**src/rtl/ram_program_loader_pkg.sv**
```systemverilog
// Shared types and constants for the RAM program loader: FSM states,
// RAM direction encodings and default bus widths.
package ram_loader_pkg;

    localparam int   ADDR_W_DEF = 16;
    localparam int   DATA_W_DEF = 16;
    localparam int   SETTLE_W   = 4;
    localparam logic RAM_WRITE  = 1'b1;
    localparam logic RAM_READ   = 1'b0;

    typedef enum logic [2:0] {
        IDLE      = 3'd0,
        SETTLE    = 3'd1,
        WAIT_DATA = 3'd2,
        WRITE     = 3'd3,
        RELEASE   = 3'd4
    } state_e;

    // Clamp the settle length into the range the 4-bit counter can hold.
    function automatic logic [SETTLE_W-1:0] settle_load_value(input int cycles);
        if (cycles < 1) begin
            return 4'd1;
        end else if (cycles > 15) begin
            return 4'd15;
        end else begin
            return SETTLE_W'(cycles);
        end
    endfunction

endpackage

```
**src/rtl/ram_program_loader_if.sv**
```systemverilog
// Host stream, control/status and CPU bus signals of the loader, grouped so
// the host side (master) and the loader (slave) connect through one port.
interface ram_program_loader_if
    import ram_loader_pkg::*;
#(
    parameter int ADDR_W = ADDR_W_DEF,
    parameter int DATA_W = DATA_W_DEF
);
    logic              START;
    logic              ABORT;
    logic [ADDR_W-1:0] BASE_ADDR;
    logic [ADDR_W-1:0] WORD_COUNT;
    logic [DATA_W-1:0] IN_DATA;
    logic              IN_VALID;
    logic              IN_READY;
    logic              HALT;
    logic [ADDR_W-1:0] EXT_ADDR;
    logic [DATA_W-1:0] EXT_DATA;
    logic              EXT_RAM_EN;
    logic              EXT_RAM_RW;
    logic              BUSY;
    logic              DONE;
    logic              ABORTED;
    logic [ADDR_W-1:0] WORDS_WRITTEN;

    modport master (
        output START, ABORT, BASE_ADDR, WORD_COUNT, IN_DATA, IN_VALID,
        input  IN_READY, HALT, EXT_ADDR, EXT_DATA, EXT_RAM_EN, EXT_RAM_RW,
               BUSY, DONE, ABORTED, WORDS_WRITTEN
    );

    modport slave (
        input  START, ABORT, BASE_ADDR, WORD_COUNT, IN_DATA, IN_VALID,
        output IN_READY, HALT, EXT_ADDR, EXT_DATA, EXT_RAM_EN, EXT_RAM_RW,
               BUSY, DONE, ABORTED, WORDS_WRITTEN
    );
endinterface

```
**src/rtl/ram_program_loader_down_counter.sv**
```systemverilog
// Loadable down-counter with zero/one flags; used for the settle delay and
// for the remaining-word count. Decrement saturates at zero.
module loader_down_counter #(
    parameter int W = 4
) (
    input  logic         clk,
    input  logic         rst,
    input  logic         load,
    input  logic [W-1:0] load_value,
    input  logic         dec,
    output logic         is_zero,
    output logic         is_one
);
    logic [W-1:0] count_r;

    // Count register: load has priority over decrement.
    always_ff @(posedge clk) begin
        if (rst) begin
            count_r <= '0;
        end else if (load) begin
            count_r <= load_value;
        end else if (dec && (count_r != '0)) begin
            count_r <= count_r - W'(1);
        end else begin
            count_r <= count_r;
        end
    end

    assign is_zero = (count_r == '0);
    assign is_one  = (count_r == W'(1));
endmodule

```
**src/rtl/ram_program_loader.sv**
```systemverilog
// Halts the CPU, streams a program image into RAM over valid/ready, then
// releases the bus and reports completion with a one-cycle DONE pulse.
module ram_program_loader
    import ram_loader_pkg::*;
#(
    parameter int ADDR_W        = ADDR_W_DEF,
    parameter int DATA_W        = DATA_W_DEF,
    parameter int SETTLE_CYCLES = 2
) (
    input logic                 CLK,
    input logic                 RST,
    ram_program_loader_if.slave bus
);
    state_e            state_r;
    logic [ADDR_W-1:0] addr_r;
    logic [ADDR_W-1:0] ext_addr_r;
    logic [ADDR_W-1:0] words_r;
    logic [DATA_W-1:0] ext_data_r;
    logic              halt_r;
    logic              ram_en_r;
    logic              ram_rw_r;
    logic              busy_r;
    logic              done_r;
    logic              aborted_r;

    logic settle_load_s, settle_dec_s, settle_zero_s, settle_one_s;
    logic rem_load_s, rem_dec_s, rem_zero_s, rem_one_s;

    assign settle_load_s = (state_r == IDLE) && bus.START;
    assign rem_load_s    = settle_load_s;
    assign settle_dec_s  = (state_r == SETTLE);
    assign rem_dec_s     = (state_r == WRITE);

    loader_down_counter #(.W(SETTLE_W)) u_settle_cnt (
        .clk        (CLK),
        .rst        (RST),
        .load       (settle_load_s),
        .load_value (settle_load_value(SETTLE_CYCLES)),
        .dec        (settle_dec_s),
        .is_zero    (settle_zero_s),
        .is_one     (settle_one_s)
    );

    loader_down_counter #(.W(ADDR_W)) u_remain_cnt (
        .clk        (CLK),
        .rst        (RST),
        .load       (rem_load_s),
        .load_value (bus.WORD_COUNT),
        .dec        (rem_dec_s),
        .is_zero    (rem_zero_s),
        .is_one     (rem_one_s)
    );

    // Sequencer FSM; every bus-facing output is registered and only changes
    // on the edge that moves the state.
    always_ff @(posedge CLK) begin
        if (RST) begin
            state_r    <= IDLE;
            addr_r     <= '0;
            ext_addr_r <= '0;
            ext_data_r <= '0;
            words_r    <= '0;
            halt_r     <= 1'b0;
            ram_en_r   <= 1'b0;
            ram_rw_r   <= RAM_READ;
            busy_r     <= 1'b0;
            done_r     <= 1'b0;
            aborted_r  <= 1'b0;
        end else begin
            case (state_r)
                IDLE: begin
                    done_r    <= 1'b0;
                    aborted_r <= 1'b0;
                    if (bus.START) begin
                        addr_r  <= bus.BASE_ADDR;
                        words_r <= '0;
                        halt_r  <= 1'b1;
                        busy_r  <= 1'b1;
                        state_r <= SETTLE;
                    end else begin
                        state_r <= IDLE;
                    end
                end
                SETTLE: begin
                    if (bus.ABORT) begin
                        halt_r    <= 1'b0;
                        done_r    <= 1'b1;
                        aborted_r <= 1'b1;
                        state_r   <= RELEASE;
                    end else if (settle_one_s || settle_zero_s) begin
                        if (rem_zero_s) begin
                            halt_r    <= 1'b0;
                            done_r    <= 1'b1;
                            aborted_r <= 1'b0;
                            state_r   <= RELEASE;
                        end else begin
                            state_r <= WAIT_DATA;
                        end
                    end else begin
                        state_r <= SETTLE;
                    end
                end
                WAIT_DATA: begin
                    // ABORT wins over a word offered in the same cycle.
                    if (bus.ABORT) begin
                        halt_r    <= 1'b0;
                        done_r    <= 1'b1;
                        aborted_r <= 1'b1;
                        state_r   <= RELEASE;
                    end else if (bus.IN_VALID) begin
                        ext_data_r <= bus.IN_DATA;
                        ext_addr_r <= addr_r;
                        ram_en_r   <= 1'b1;
                        ram_rw_r   <= RAM_WRITE;
                        state_r    <= WRITE;
                    end else begin
                        state_r <= WAIT_DATA;
                    end
                end
                WRITE: begin
                    ram_en_r <= 1'b0;
                    ram_rw_r <= RAM_READ;
                    addr_r   <= addr_r + ADDR_W'(1);
                    words_r  <= words_r + ADDR_W'(1);
                    if (bus.ABORT || rem_one_s) begin
                        halt_r    <= 1'b0;
                        done_r    <= 1'b1;
                        aborted_r <= bus.ABORT;
                        state_r   <= RELEASE;
                    end else begin
                        state_r <= WAIT_DATA;
                    end
                end
                RELEASE: begin
                    done_r    <= 1'b0;
                    aborted_r <= 1'b0;
                    busy_r    <= 1'b0;
                    state_r   <= IDLE;
                end
                default: begin
                    halt_r   <= 1'b0;
                    ram_en_r <= 1'b0;
                    ram_rw_r <= RAM_READ;
                    busy_r   <= 1'b0;
                    done_r   <= 1'b0;
                    state_r  <= IDLE;
                end
            endcase
        end
    end

    assign bus.IN_READY      = (state_r == WAIT_DATA) && !bus.ABORT;
    assign bus.HALT          = halt_r;
    assign bus.EXT_ADDR      = ext_addr_r;
    assign bus.EXT_DATA      = ext_data_r;
    assign bus.EXT_RAM_EN    = ram_en_r;
    assign bus.EXT_RAM_RW    = ram_rw_r;
    assign bus.BUSY          = busy_r;
    assign bus.DONE          = done_r;
    assign bus.ABORTED       = aborted_r;
    assign bus.WORDS_WRITTEN = words_r;
endmodule

```
**src/flat_wrapper.sv**
```systemverilog
// flat-port wrapper written by rule: the top's interface ports become plain ports
module ram_program_loader_flat import ram_loader_pkg::*;
#(
    parameter int ADDR_W        = ADDR_W_DEF,
    parameter int DATA_W        = DATA_W_DEF,
    parameter int SETTLE_CYCLES = 2
)
  (CLK, RST, bus_START, bus_ABORT, bus_BASE_ADDR, bus_WORD_COUNT, bus_IN_DATA, bus_IN_VALID, bus_IN_READY, bus_HALT, bus_EXT_ADDR, bus_EXT_DATA, bus_EXT_RAM_EN, bus_EXT_RAM_RW, bus_BUSY, bus_DONE, bus_ABORTED, bus_WORDS_WRITTEN);
  ram_program_loader_if #(.ADDR_W(ADDR_W), .DATA_W(DATA_W)) bus_i ();
  input logic CLK;
  input logic RST;
  input wire logic [$bits(bus_i.START)-1:0] bus_START;
  input wire logic [$bits(bus_i.ABORT)-1:0] bus_ABORT;
  input wire logic [$bits(bus_i.BASE_ADDR)-1:0] bus_BASE_ADDR;
  input wire logic [$bits(bus_i.WORD_COUNT)-1:0] bus_WORD_COUNT;
  input wire logic [$bits(bus_i.IN_DATA)-1:0] bus_IN_DATA;
  input wire logic [$bits(bus_i.IN_VALID)-1:0] bus_IN_VALID;
  output wire logic [$bits(bus_i.IN_READY)-1:0] bus_IN_READY;
  output wire logic [$bits(bus_i.HALT)-1:0] bus_HALT;
  output wire logic [$bits(bus_i.EXT_ADDR)-1:0] bus_EXT_ADDR;
  output wire logic [$bits(bus_i.EXT_DATA)-1:0] bus_EXT_DATA;
  output wire logic [$bits(bus_i.EXT_RAM_EN)-1:0] bus_EXT_RAM_EN;
  output wire logic [$bits(bus_i.EXT_RAM_RW)-1:0] bus_EXT_RAM_RW;
  output wire logic [$bits(bus_i.BUSY)-1:0] bus_BUSY;
  output wire logic [$bits(bus_i.DONE)-1:0] bus_DONE;
  output wire logic [$bits(bus_i.ABORTED)-1:0] bus_ABORTED;
  output wire logic [$bits(bus_i.WORDS_WRITTEN)-1:0] bus_WORDS_WRITTEN;
  assign bus_i.START = bus_START;
  assign bus_i.ABORT = bus_ABORT;
  assign bus_i.BASE_ADDR = bus_BASE_ADDR;
  assign bus_i.WORD_COUNT = bus_WORD_COUNT;
  assign bus_i.IN_DATA = bus_IN_DATA;
  assign bus_i.IN_VALID = bus_IN_VALID;
  assign bus_IN_READY = bus_i.IN_READY;
  assign bus_HALT = bus_i.HALT;
  assign bus_EXT_ADDR = bus_i.EXT_ADDR;
  assign bus_EXT_DATA = bus_i.EXT_DATA;
  assign bus_EXT_RAM_EN = bus_i.EXT_RAM_EN;
  assign bus_EXT_RAM_RW = bus_i.EXT_RAM_RW;
  assign bus_BUSY = bus_i.BUSY;
  assign bus_DONE = bus_i.DONE;
  assign bus_ABORTED = bus_i.ABORTED;
  assign bus_WORDS_WRITTEN = bus_i.WORDS_WRITTEN;
  ram_program_loader #(.ADDR_W(ADDR_W), .DATA_W(DATA_W), .SETTLE_CYCLES(SETTLE_CYCLES)) u_core (.CLK(CLK), .RST(RST), .bus(bus_i));
endmodule
```
**config.mk**
```make
export PLATFORM = sky130hd
export DESIGN_NAME = ram_program_loader_flat
export DESIGN_NICKNAME = d
export VERILOG_FILES = /design/src/rtl/ram_program_loader_pkg.sv /design/src/rtl/ram_program_loader_if.sv /design/src/rtl/ram_program_loader_down_counter.sv /design/src/rtl/ram_program_loader.sv /design/src/flat_wrapper.sv
export SDC_FILE = /design/constraint.sdc
export NUM_CORES = 1
export LEC_CHECK = 0
export CAP_MARGIN = 10
export CORE_ASPECT_RATIO = 1.25
export CORE_MARGIN = 1
export CORE_UTILIZATION = 45
export DETAILED_ROUTE_END_ITERATION = 7
export PLACE_DENSITY = 0.73
export SYNTH_ARGS = -nofsm -noshare
export SYNTH_HDL_FRONTEND = slang
export SYNTH_HIERARCHICAL = 1
export SYNTH_SLANG_ARGS = --single-unit
```
**constraint.sdc**
```tcl
create_clock -name CLK -period 3.5 [get_ports CLK]
set_input_delay 1.05 -clock CLK [delete_from_list [all_inputs] [get_ports CLK]]
set_output_delay 1.05 -clock CLK [all_outputs]
set_load 0.005 [all_outputs]
```
* After elaboration in Yosys (flattened, before gate mapping)
Index checks and enable logic that the tools add are counted.
** Cells by class
- Equal/unequal tests :: 13
- Add/sub/neg operators :: 4
- Reductions and logical operators :: 27
- Multiplexer cells :: 36
- Bitwise gates (word level) :: 4
** Operators with widths (count)
- $mux W16 :: 4
- $pmux W16 S2 :: 2
- $add A16 B1 Y16 const B :: 2
- $mux W1 :: 17
- $eq A16 B1 Y1 const B :: 1
- $logic_not A16 Y1 :: 1
- $reduce_bool A16 Y1 :: 1
- $sub A16 B1 Y16 const B :: 1
- $mux W3 :: 5
- $pmux W3 S4 :: 1
- $ne A2 B2 Y1 const B :: 4
- $reduce_bool A4 Y1 :: 2
- $eq A3 B2 Y1 const B :: 2
- $ne A3 B2 Y1 const B :: 2
- $reduce_and A3 Y1 :: 2
- $reduce_and A6 Y1 :: 1
- $reduce_bool A2 Y1 :: 3
- $reduce_or A3 Y1 :: 2
- $pmux W1 S5 :: 1
- $reduce_and A5 Y1 :: 1
- $eq A4 B1 Y1 const B :: 1
- $logic_and A1 B1 Y1 :: 4
- $logic_not A4 Y1 :: 1
- $mux W2 :: 2
- other kinds (14) :: 21
** Storage, ports and cells
- Register bits :: 92
- Input port bits :: 53

* Depth between registers and ports, before layout
- Word-level depth :: 5
- Mapped depth :: 10
- Mapped depth without buffers :: 8

* Cells and area by module
The synthesis kept the hierarchy.
** Modules (own cells, without submodules)
- ram_program_loader :: instances 1, cells each 420, sequential area each 1441.4 um^2, area each 3443.3 um^2
- loader_down_counter at u_core.u_remain_cnt :: instances 1, cells each 122, sequential area each 320.3 um^2, area each 974.7 um^2
- loader_down_counter at u_core.u_settle_cnt :: instances 1, cells each 31, sequential area each 80.1 um^2, area each 282.8 um^2

* Worst setup path after synthesis
Ideal clock, no wire load.
- Path kind :: input to register
- Start point :: input port bus_START
- End point :: register u_core.u_remain_cnt.count_r[0]
- Slack :: 0.619 ns
- Stages on the path :: 9
- Path buffers :: 4
- Arrival time :: 2.745 ns
- Required time :: 3.364 ns
- Cells stage by stage :: or4b_1 > buf_6 > clkinv_8 > buf_4 > clkbuf_1 > clkinv_1 > clkbuf_1 > nor2_1 > a211oi_2
** On the way
- Longest elaborated chain between the ends :: 2
- Elaborated cells between the ends (all ways) :: 3
- Classes of those cells :: 1 x mux; 2 x reduce/logical
** Ends and longest elaborated chain
- start: declaration :: RTL line flat_wrapper.sv:12 : input wire logic [$bits(bus_i.START)-1:0] bus_START;
- $logic_and A1 B1 Y1 (*) :: RTL line ram_program_loader.sv:29 : assign settle_load_s = (state_r == IDLE) && bus.START;
- via u_core.rem_load_s :: RTL line ram_program_loader.sv:27 : logic rem_load_s, rem_dec_s, rem_zero_s, rem_one_s;
- $mux W16 or $reduce_bool A2 Y1 (tied branches)
- end signal: assignment :: RTL line ram_program_loader_down_counter.sv:21 : count_r <= load_value;
- end signal: assignment :: RTL line ram_program_loader_down_counter.sv:23 : count_r <= count_r - W'(1);
- end signal: assignment :: RTL line ram_program_loader_down_counter.sv:25 : count_r <= count_r;
- end: declaration :: RTL line ram_program_loader_down_counter.sv:14 : logic [W-1:0] count_r;
Mark *: on every way through the listed nets, which the timed path passes. The rest lies on a longest branch.
A chain may end at the register's enable or synchronous reset.

* Final worst setup path
- Start point :: input port bus_ABORT
- End point :: output port bus_IN_READY
** On the way
- Longest elaborated chain between the ends :: 2
** Ends and longest elaborated chain
- start: declaration :: RTL line flat_wrapper.sv:13 : input wire logic [$bits(bus_i.ABORT)-1:0] bus_ABORT;
- $logic_not A1 Y1 :: RTL line ram_program_loader.sv:152 : assign bus.IN_READY = (state_r == WAIT_DATA) && !bus.ABORT;
- $logic_and A1 B1 Y1 :: RTL line ram_program_loader.sv:152
- end: declaration :: RTL line flat_wrapper.sv:18 : output wire logic [$bits(bus_i.IN_READY)-1:0] bus_IN_READY;
No other way between the ends.

==> run_results.csv <==
group,metric,value,unit
global_route,grt_first_pass_wirelength,19.7,mm
sta,period_needed,3.11,ns
layout,finalNetCount,723,
min_path,hold_path_class,"reg2reg",
layout,postLayoutCoreUtil,60.5,%
cts,cts_buffers,9,
sta,slew_violations,0,
layout,drive_above_1_share,7.47,%
worst_setup_path,r2r_start,"u_core/u_remain_cnt/count_r[1]",
sta,tightest_slew,0.624,ns
global_route,grt-ovfl-total,0,
drt,wl,11.9,mm
logic_synthesis,synth_edf_count,0,
power,power.density,423,nW/um^2
logic_synthesis,synth_area_leaders,"dfxtp_1 39%, nand2_1 7.7%, a21oi_1 7.0%, nor2_1 3.4%, nor4_1 2.5%",
place,place_congestion,0.828,
worst_setup_path,rr_endpoint,"u_core/bus.ABORTED",
cts,insertion_delay,0.34,ns
global_route,grt_max_degree,95,
logic_synthesis,synth_top_cells_by_count,"96 x nand2_1, 92 x dfxtp_1, 66 x a21oi_1",
layout,design_area,6110,um^2
worst_setup_path,path_class,"in2out",
die,start_util,46.5,%
place,numPortBuffers,107,
logic_synthesis,synth_area,4700,um^2
cts,root_buffer,"clkbuf_16",
drt,drtPass1Iterations,5,
drt,drc,0,
global_route,busiest_layer,"met2",
sta,min_period_over_period,88.9,%
drt,detail-route-antenna-nets,0,
drt,first_iter_violations,248,
sta,fmax,321,MHz
worst_setup_path,cp.required,2.45,ns
logic_synthesis,yosys_register_bits,92,
worst_setup_path,r2r_cells,8,
worst_setup_path,crit_path_start_kind,"primary input",
place,place_area,5760,um^2
power,vdd_ir_drop_max,0.222,mV
cts,clock-sinks,92,
global_route,grtUsageMet2,40.2,%
worst_setup_path,rrSetupSlack,0.79,ns
worst_setup_path,crit_start,"bus_ABORT",
die,ios,108,
drt,wl_per_cell,14.9,um
die,dieArea,10900,um^2
worst_setup_path,end_kind,"primary output",
global_route,grtUsageMet3,4.30,%
die,core-area,10100,um^2
cts,cts_tree,"built",
power,p_total,0.00259,W
sta,hold_violations,0,
logic_synthesis,syn_area_per_cell,8.20,um^2
sta,rsz0062_at_grt,"no",
cts,cts_max_path_buffers,2,
worst_setup_path,endpoint,"bus_IN_READY",
drt,num_vias,4531,
cts,hold_buffers,0,
drt,vias_per_cell,5.68,
place,place_hpwl,8.15,mm
logic_synthesis,yosysTopAreaCell,"dfxtp_1",
sta,setup_viol,0,
die,placementRows,41,
worst_setup_path,critPathMaxFanout,2,
layout,n_antenna_cell,0,
power,leakagePower,2.06,nW
logic_synthesis,synth_seq_area_share,39.2,%
global_route,antenna_found_initial,0,
sta,slew_headroom,58.4,%
global_route,grt_util_all_layers,22.6,%
outcome,status,"finished, final reports clean",
logic_synthesis,yosysUniqueCellTypes,76,
layout,area_growth,30.0,%
min_path,hold_depth,2,
sta,fin_worst_skew,0.00590,ns
logic_synthesis,synth_most_common_cell,"nand2_1",
logic_synthesis,synth_ff_type,"dfxtp_1",
cts,h-tree-depth,3,
die,die_y,116,um
place,place_ws,-0.0346,ns
logic_synthesis,syn-instance-count,573,
sta,setup_ws,0.388,ns
run,maxCapViolCount,0,
cts,clk_pin_slew,0.06,ns
logic_synthesis,yosysWarnings,6,
worst_setup_path,critPathArrivalTime,2.06,ns
global_route,grt_pass1_vias,4210,
logic_synthesis,synthArstFlopShare,0,%
logic_synthesis,synth_top_area_share,39.2,%
global_route,use_met1,26.8,%
die,die_width,93.4,um
-- worst max-delay path, cell delays in order --
cell	delay, ns
clkdlybuf4s50_1	0.48
nor4b_4	0.36
dlymetal6s2s_1	0.17
-- worst min-delay path by stage --
stage / slack, ns / endpoint / startpoint
after floorplan: 0.45 / u_core/bus.EXT_ADDR[15] / u_core/bus.EXT_ADDR[15]
after global placement: 0.44 / u_core/bus.EXT_DATA[1] / u_core/bus.EXT_DATA[1]
after detailed placement: 0.45 / u_core/bus.EXT_ADDR[8] / u_core/bus.EXT_ADDR[8]
after CTS: 0.46 / u_core/bus.EXT_ADDR[15] / u_core/bus.EXT_ADDR[15]
after global routing: 0.47 / u_core/bus.EXT_DATA[2] / u_core/bus.EXT_DATA[2]
final: 0.45 / u_core/bus.EXT_ADDR[15] / u_core/bus.EXT_ADDR[15]
-- timing repair --
item                                    4_1_cts  5_1_grt
endpoints found under the hold margin         0        0
pin swaps                                     0        1
resized for setup                             1        1
cloned                                        0        0
endpoints found under the setup margin        1        1
buffers inserted                              0        1
-- flip-flops by register name, indices dropped and copies added, names as in the netlist --
signal / flops
u_core/bus.ABORTED: 1
u_core/bus.EXT_ADDR: 16
u_core/addr_r: 16
u_core/bus.BUSY: 1
u_core/bus.EXT_RAM_RW: 1
u_core/u_remain_cnt/count_r: 16
u_core/state_r: 3
u_core/bus.DONE: 1
u_core/bus.WORDS_WRITTEN: 16
u_core/bus.EXT_DATA: 16
u_core/bus.HALT: 1
u_core/u_settle_cnt/count_r: 4
-- power breakdown --
group	switching, W	leakage (nW)	internal (W)
Sequential	0.0000643	0.749	0.00109
Clock	0.000412	0.162	0.000645
Combinational	0.000193	1.15	0.000177
-- metal layers --
layer	wire length [um]	up-vias
met2	5970	149
li1	-	2265
met4	217	0
met1	5030	2102
met3	698	15
met5	0	-
-- cells by family after synthesis --
kind of cell             synth area share [%]
AO/OA/AOI/OAI                            20.7
buffers and inverters                    6.89
AND/OR/NAND/NOR                          28.0
multiplexers                             1.57
other                                   0.160
adder cells (fa/ha/maj)                  1.60
flip-flops                               39.2
XOR/XNOR                                 1.86
-- through the flow --
| stage | hold WS (ns) | TNS, ns | instances |
|---|---|---|---|
| 2_1_floorplan | 0.450 | 0 | 575 |
| 3_3_place_gp | 0.441 | -0.0184 | 781 |
| 3_5_place_dp | 0.446 | -0.0346 | 781 |
| 4_1_cts | 0.455 | 0 | 797 |
| 5_1_grt | 0.469 | 0 | 798 |
| 6_report | 0.453 | 0 | 798 |
-- cell type report --
| cell class | instances | area, um^2 |
|---|---|---|
| clock inverter | 6 | 87.6 |
| multi-input combinational | 427 | 2550 |
| tap | 129 | 161 |
| clock buffer | 10 | 239 |
| sequential | 92 | 1840 |
| fill | 906 | 4000 |
| timing repair buffer | 116 | 1150 |
| inverter | 18 | 80.1 |
-- placed cells by master, fill, tap and decap left out, drive strengths merged, types with 4 or more instances in the layout --
master         count
a211oi            14
a21oi             67
a311oi             5
a31oi              5
a32oi              4
and2               5
and3               5
buf               10
clkbuf            10
clkdlybuf4s50    105
clkinv             6
conb               4
dfxtp             92
ha                 6
inv               16
mux2i              4
nand2             96
nand2b             4
nand3             12
nand4             11
nand4b             4
nor2              43
nor3              19
nor4              20
o21ai             14
o311ai             5
or3               11
or4                8
xnor2             10
No activity file was read; power rests on OpenSTA's default activity.
